[config.mk]
export PLATFORM = sky130hd
export DESIGN_NAME = modboard_io_ctrl
export DESIGN_NICKNAME = d
export VERILOG_FILES = /design/src/rtl/modboard_io_pkg.sv /design/src/rtl/io_debounce.sv /design/src/rtl/modboard_io_ctrl.sv
export SDC_FILE = /design/constraint.sdc
export NUM_CORES = 1
export LEC_CHECK = 0
export BUFFER_PORTS_ARGS = -buffer_cell sky130_fd_sc_hd__clkbuf_2
export CAP_MARGIN = 20
export CORE_MARGIN = 3
export CORE_UTILIZATION = 50
export CTS_BUF_LIST = sky130_fd_sc_hd__clkbuf_8 sky130_fd_sc_hd__clkbuf_16
export DETAILED_ROUTE_END_ITERATION = 6
export PLACE_DENSITY = 0.76
export SLEW_MARGIN = 20
export SYNTH_ARGS = -nofsm -noshare
export SYNTH_HDL_FRONTEND = slang
export SYNTH_HIERARCHICAL = 1
export SYNTH_SLANG_ARGS = --single-unit
[constraint.sdc]
create_clock -name pG0 -period 3.35 [get_ports pG0]
set_input_delay 0.5025 -clock pG0 [delete_from_list [all_inputs] [get_ports pG0]]
set_output_delay 0.5025 -clock pG0 [all_outputs]
set_load 0.02 [all_outputs]
[src/rtl/modboard_io_pkg.sv]
// Shared definitions for the modboard I/O glue: channel output modes and a
// constant-width helper used to size the debounce counter.
package modboard_io_pkg;

  typedef enum logic [1:0] {
    MODE_PASS   = 2'b00,
    MODE_INV    = 2'b01,
    MODE_TOGGLE = 2'b10,
    MODE_BLINK  = 2'b11
  } mode_e;

  function automatic int clog2(input int value);
    int r;
    r = 32'sd0;
    for (int i = 0; i < 31; i++) begin
      if ((32'sd1 <<< i) < value) begin
        r = i + 32'sd1;
      end
    end
    return r;
  endfunction

endpackage

[src/rtl/io_debounce.sv]
// One input channel: two-flop synchroniser, consecutive-cycle debounce and a
// registered pulse on each accepted 0->1 transition.
module io_debounce #(
  parameter int DEB_CYCLES = 1024,
  parameter int DEB_W      = 10
) (
  input  logic pG0,
  input  logic pRST,
  input  logic raw,
  output logic stable,
  output logic rise
);

  localparam logic [DEB_W-1:0] CNT_LAST = DEB_W'(DEB_CYCLES - 1);
  localparam logic [DEB_W-1:0] CNT_ONE  = DEB_W'(1);

  logic             s1;
  logic             s2;
  logic [DEB_W-1:0] cnt;
  logic             accept;

  assign accept = (s2 != stable) && (cnt == CNT_LAST);

  // Synchroniser, debounce counter and rising-edge pulse.
  always_ff @(posedge pG0) begin
    if (!pRST) begin
      s1     <= 1'b0;
      s2     <= 1'b0;
      stable <= 1'b0;
      cnt    <= '0;
      rise   <= 1'b0;
    end else begin
      s1   <= raw;
      s2   <= s1;
      rise <= accept & s2;
      if (s2 == stable) begin
        cnt <= '0;
      end else if (cnt == CNT_LAST) begin
        stable <= s2;
        cnt    <= '0;
      end else begin
        cnt <= cnt + CNT_ONE;
      end
    end
  end

endmodule

[src/rtl/modboard_io_ctrl.sv]
// CPLD I/O glue: debounced inputs drive registered outputs in pass, invert,
// toggle or blink mode; a free-running prescaler provides blink tick and heartbeat.
module modboard_io_ctrl
  import modboard_io_pkg::*;
#(
  parameter int N_CH       = 2,
  parameter int DEB_CYCLES = 1024,
  parameter int DEB_W      = clog2(DEB_CYCLES),
  parameter int PRESC_BITS = 14
) (
  input  logic              pG0,
  input  logic              pRST,
  input  logic [N_CH-1:0]   in_raw,
  input  logic [2*N_CH-1:0] mode,
  output logic [N_CH-1:0]   out,
  output logic [N_CH-1:0]   rise,
  output logic              heartbeat
);

  localparam logic [PRESC_BITS-1:0] PRESC_ONE = PRESC_BITS'(1);

  logic [N_CH-1:0]       stable;
  logic [N_CH-1:0]       tgl;
  logic [N_CH-1:0]       blk;
  logic [N_CH-1:0]       out_next;
  logic [PRESC_BITS-1:0] ctr;
  logic                  tick;

  for (genvar i = 0; i < N_CH; i++) begin : g_ch
    io_debounce #(
      .DEB_CYCLES(DEB_CYCLES),
      .DEB_W     (DEB_W)
    ) u_deb (
      .pG0   (pG0),
      .pRST  (pRST),
      .raw   (in_raw[i]),
      .stable(stable[i]),
      .rise  (rise[i])
    );
  end

  assign tick      = &ctr;
  assign heartbeat = ctr[PRESC_BITS-1];

  // Free-running prescaler; wraps silently.
  always_ff @(posedge pG0) begin
    if (!pRST) begin
      ctr <= '0;
    end else begin
      ctr <= ctr + PRESC_ONE;
    end
  end

  // Toggle flips on every rise regardless of mode; blink runs only while the input is held.
  always_ff @(posedge pG0) begin
    if (!pRST) begin
      tgl <= '0;
      blk <= '0;
    end else begin
      tgl <= tgl ^ rise;
      for (int i = 0; i < N_CH; i++) begin
        if (!stable[i]) begin
          blk[i] <= 1'b0;
        end else if (tick) begin
          blk[i] <= ~blk[i];
        end else begin
          blk[i] <= blk[i];
        end
      end
    end
  end

  // Per-channel output selection.
  always_comb begin
    out_next = '0;
    for (int i = 0; i < N_CH; i++) begin
      case (mode[2*i +: 2])
        MODE_PASS:   out_next[i] = stable[i];
        MODE_INV:    out_next[i] = ~stable[i];
        MODE_TOGGLE: out_next[i] = tgl[i];
        MODE_BLINK:  out_next[i] = blk[i];
        default:     out_next[i] = 1'b0;
      endcase
    end
  end

  // Output register.
  always_ff @(posedge pG0) begin
    if (!pRST) begin
      out <= '0;
    end else begin
      out <= out_next;
    end
  end

endmodule

==> metrics.cfg <==
[cts]
insertion_delay_ns=0.30
clockBufferDepth=2
cts_tree=built
cts-htree-levels=2
cts_hold_buf=0
path_clk_slew_ns=0.08
cts_buffers=5
ctsResizeCount=0
cts_root_buffer=clkbuf_8
cts_setup_buffers=0
cts_sinks=48

[worst_hold_path]
hp-class=input pin to register

[critical_path]
worstPathRequired_ns=3.58
worst-setup-path-type=register to register
worstPathArrival_ns=1.76
path_buf_inv=0
crit_path_end_kind=register
cp-start-kind=register
path_cells=ha_1, nand4_2, or4_1, a21oi_1
critPathSlowestCell=or4_1
critPathMaxStageDelay_ns=0.45
crit_family=simple AND/OR/NAND/NOR gates
crit_fanout=9

[sta]
period_share_pct=45.6
fmax_mhz=655
rsz0062_at_grt=no
slew_viol_final=0
tns_ns=0
hold_violations=0
whs_ns=0.404
max_slew_margin_pct=71.8
setup_ws_ns=1.82
layout_min_cycle_time_ns=1.53
worst_slew_pin_slew_ns=0.422
setup_viol=0
skew_ns=0.00663

[final_layout]
syn2layout_area_growth_pct=8.66
final_cell_mix=48 x dfxtp_1, 17 x nand2_1, 16 x nand3_1
nets=244
design_area_um2=2260
fillCellCount=337
layout_commonest_cell=dfxtp_1
n_antenna_cell=0
layout-drive-gt1-share_pct=12.8
post-route-util_pct=59.1

[floorplanning]
die_h_um=70.5
start_util_pct=54.3
die_area_um2=4970
core_um2=3830
placement_rows=22
die_w_um=70.5
io_pins=13

[drt]
ant_nets=0
vias_per_cell=5.72
totalWireLength_um=3660
firstDrtPassIters=4
drt_iter0_drc=65
vias=1612
wire_per_inst_um=13.0
drc=0

[yosys]
ys_ff_latch=48
yosysWarnings=6
syn_area_per_cell_um2=9.45
synth_nets=231
netlist_area_um2=2080
ys_types=35
yosysSeqAreaShare_pct=46.2
netlist_instances=220

[grt]
antenna_found_initial=0
grt_overflow_total=0
grt_pass1_wl_um=6460
track_usage_pct=15.8
grt_max_degree=27
grt_pass1_vias=1471

[placement]
numPortBuffers=12
place_congestion=0.782
dp_hpwl_um=2570
placed_cell_area_um2=2170
detailedPlace.worstSlack_ns=1.80

[status]
status=complete, no violations

[flow_run]
drv_cap=0

[power]
max-vdd-ir-drop_uv=211
power.density_nw_per_um2=423
p_leak_nw=0.794

[power by group]
part           internal [mW]  switching (mW)
sequential             0.577         0.00623
combinational         0.0112          0.0166
clock                  0.162           0.181
total                  0.751           0.204
[metal layers]
| metal | global-route usage, % | vias to the layer above | share of wire (%) |
|---|---|---|---|
| met5 | 0 | - | 0 |
| met4 | 4.47 | 0 | 1.3 |
| met3 | 4.75 | 5 | 3.7 |
| met2 | 26.1 | 26 | 47 |
| met1 | 19.9 | 748 | 48 |
| li1 | - | 833 | - |
[worst register-to-register path, cell delays in order, from the launching register on]
cell and delay, ns:
dfxtp_1 0.41, ha_1 0.24, nand4_2 0.21, or4_1 0.45, a21oi_1 0.15
[logic make-up after synthesis]
| group | Yosys count | share of synthesized area (%) |
|---|---|---|
| mux | 5 | 2.41 |
| flops | 48 | 46.2 |
| compound gates | 42 | 12.6 |
| fa+ha+maj | 3 | 1.81 |
| buf+inv | 11 | 2.35 |
| simple gates | 98 | 29.1 |
| xor+xnor | 13 | 5.48 |
[final timing paths]
check,startpoint,endpoint,slack (ns),depth (start not counted)
worst max-delay path,ctr[0]$_SDFF_PN0_,ctr[10]$_SDFF_PN0_,1.82,4
worst min-delay path,in_raw[1],g_ch[1].u_deb/s1$_SDFF_PN0_,0.40,2
worst max register to register,ctr[0]$_SDFF_PN0_,ctr[10]$_SDFF_PN0_,1.82,4
worst min register to register,g_ch[1].u_deb/s1$_SDFF_PN0_,g_ch[1].u_deb/s2$_SDFF_PN0_,0.44,1
[synthesized netlist by cell type (all sizes together)]
| master | n | area, µm² |
|---|---|---|
| dfxtp | 48 | 961 |
| nand2 | 17 | 63.8 |
| nand3 | 17 | 97.6 |
| a21oi | 14 | 70.1 |
| o21ai | 14 | 70.1 |
| nor2 | 10 | 37.5 |
| or3 | 10 | 62.6 |
| nand4 | 9 | 81.3 |
| and2 | 7 | 43.8 |
| xnor2 | 7 | 61.3 |
| nor3 | 6 | 52.6 |
| xor2 | 6 | 52.6 |
| inv | 5 | 18.8 |
| mux2i | 5 | 50.1 |
| a211oi | 4 | 40.0 |
| and3 | 4 | 25.0 |
| and4 | 4 | 37.5 |
| clkbuf | 4 | 15.0 |
| nor2b | 4 | 25.0 |
| o31ai | 4 | 30.0 |
| or4 | 4 | 30.0 |
| ha | 3 | 37.5 |
| a211o | 2 | 17.5 |
| a311oi | 2 | 17.5 |
| buf | 2 | 15.0 |
| nand3b | 2 | 15.0 |
| nor3b | 2 | 15.0 |
| nor4 | 2 | 18.8 |
| o32ai | 2 | 17.5 |
[state kept, by name (all words and copies together), names as in the netlist]
register / count
tgl: 2
g_ch.u_deb/stable: 2
g_ch.u_deb/rise: 2
g_ch.u_deb/s1: 2
ctr: 14
blk: 2
out: 2
g_ch.u_deb/s2: 2
g_ch.u_deb/cnt: 20
[final cells by class]
type | instances | area [µm²] | area share, %
multi-input cells | 161 | 1070 | 47.3
inverters | 5 | 18.8 | 0.831
clock buffers | 6 | 82.6 | 3.65
well taps | 48 | 60.1 | 2.66
flip-flops and latches | 48 | 961 | 42.5
repair buffers | 12 | 60.1 | 2.66
clock inverters | 2 | 7.51 | 0.332
[stage by stage]
stage | power [mW] | std cells
final | 0.955 | 282
after global routing | 0.994 | 282
after CTS | 0.967 | 282
after detailed placement | 0.625 | 274
after global placement | 0.625 | 274
after floorplan | 0.615 | 220
No activity file was read; power rests on OpenSTA's default activity.
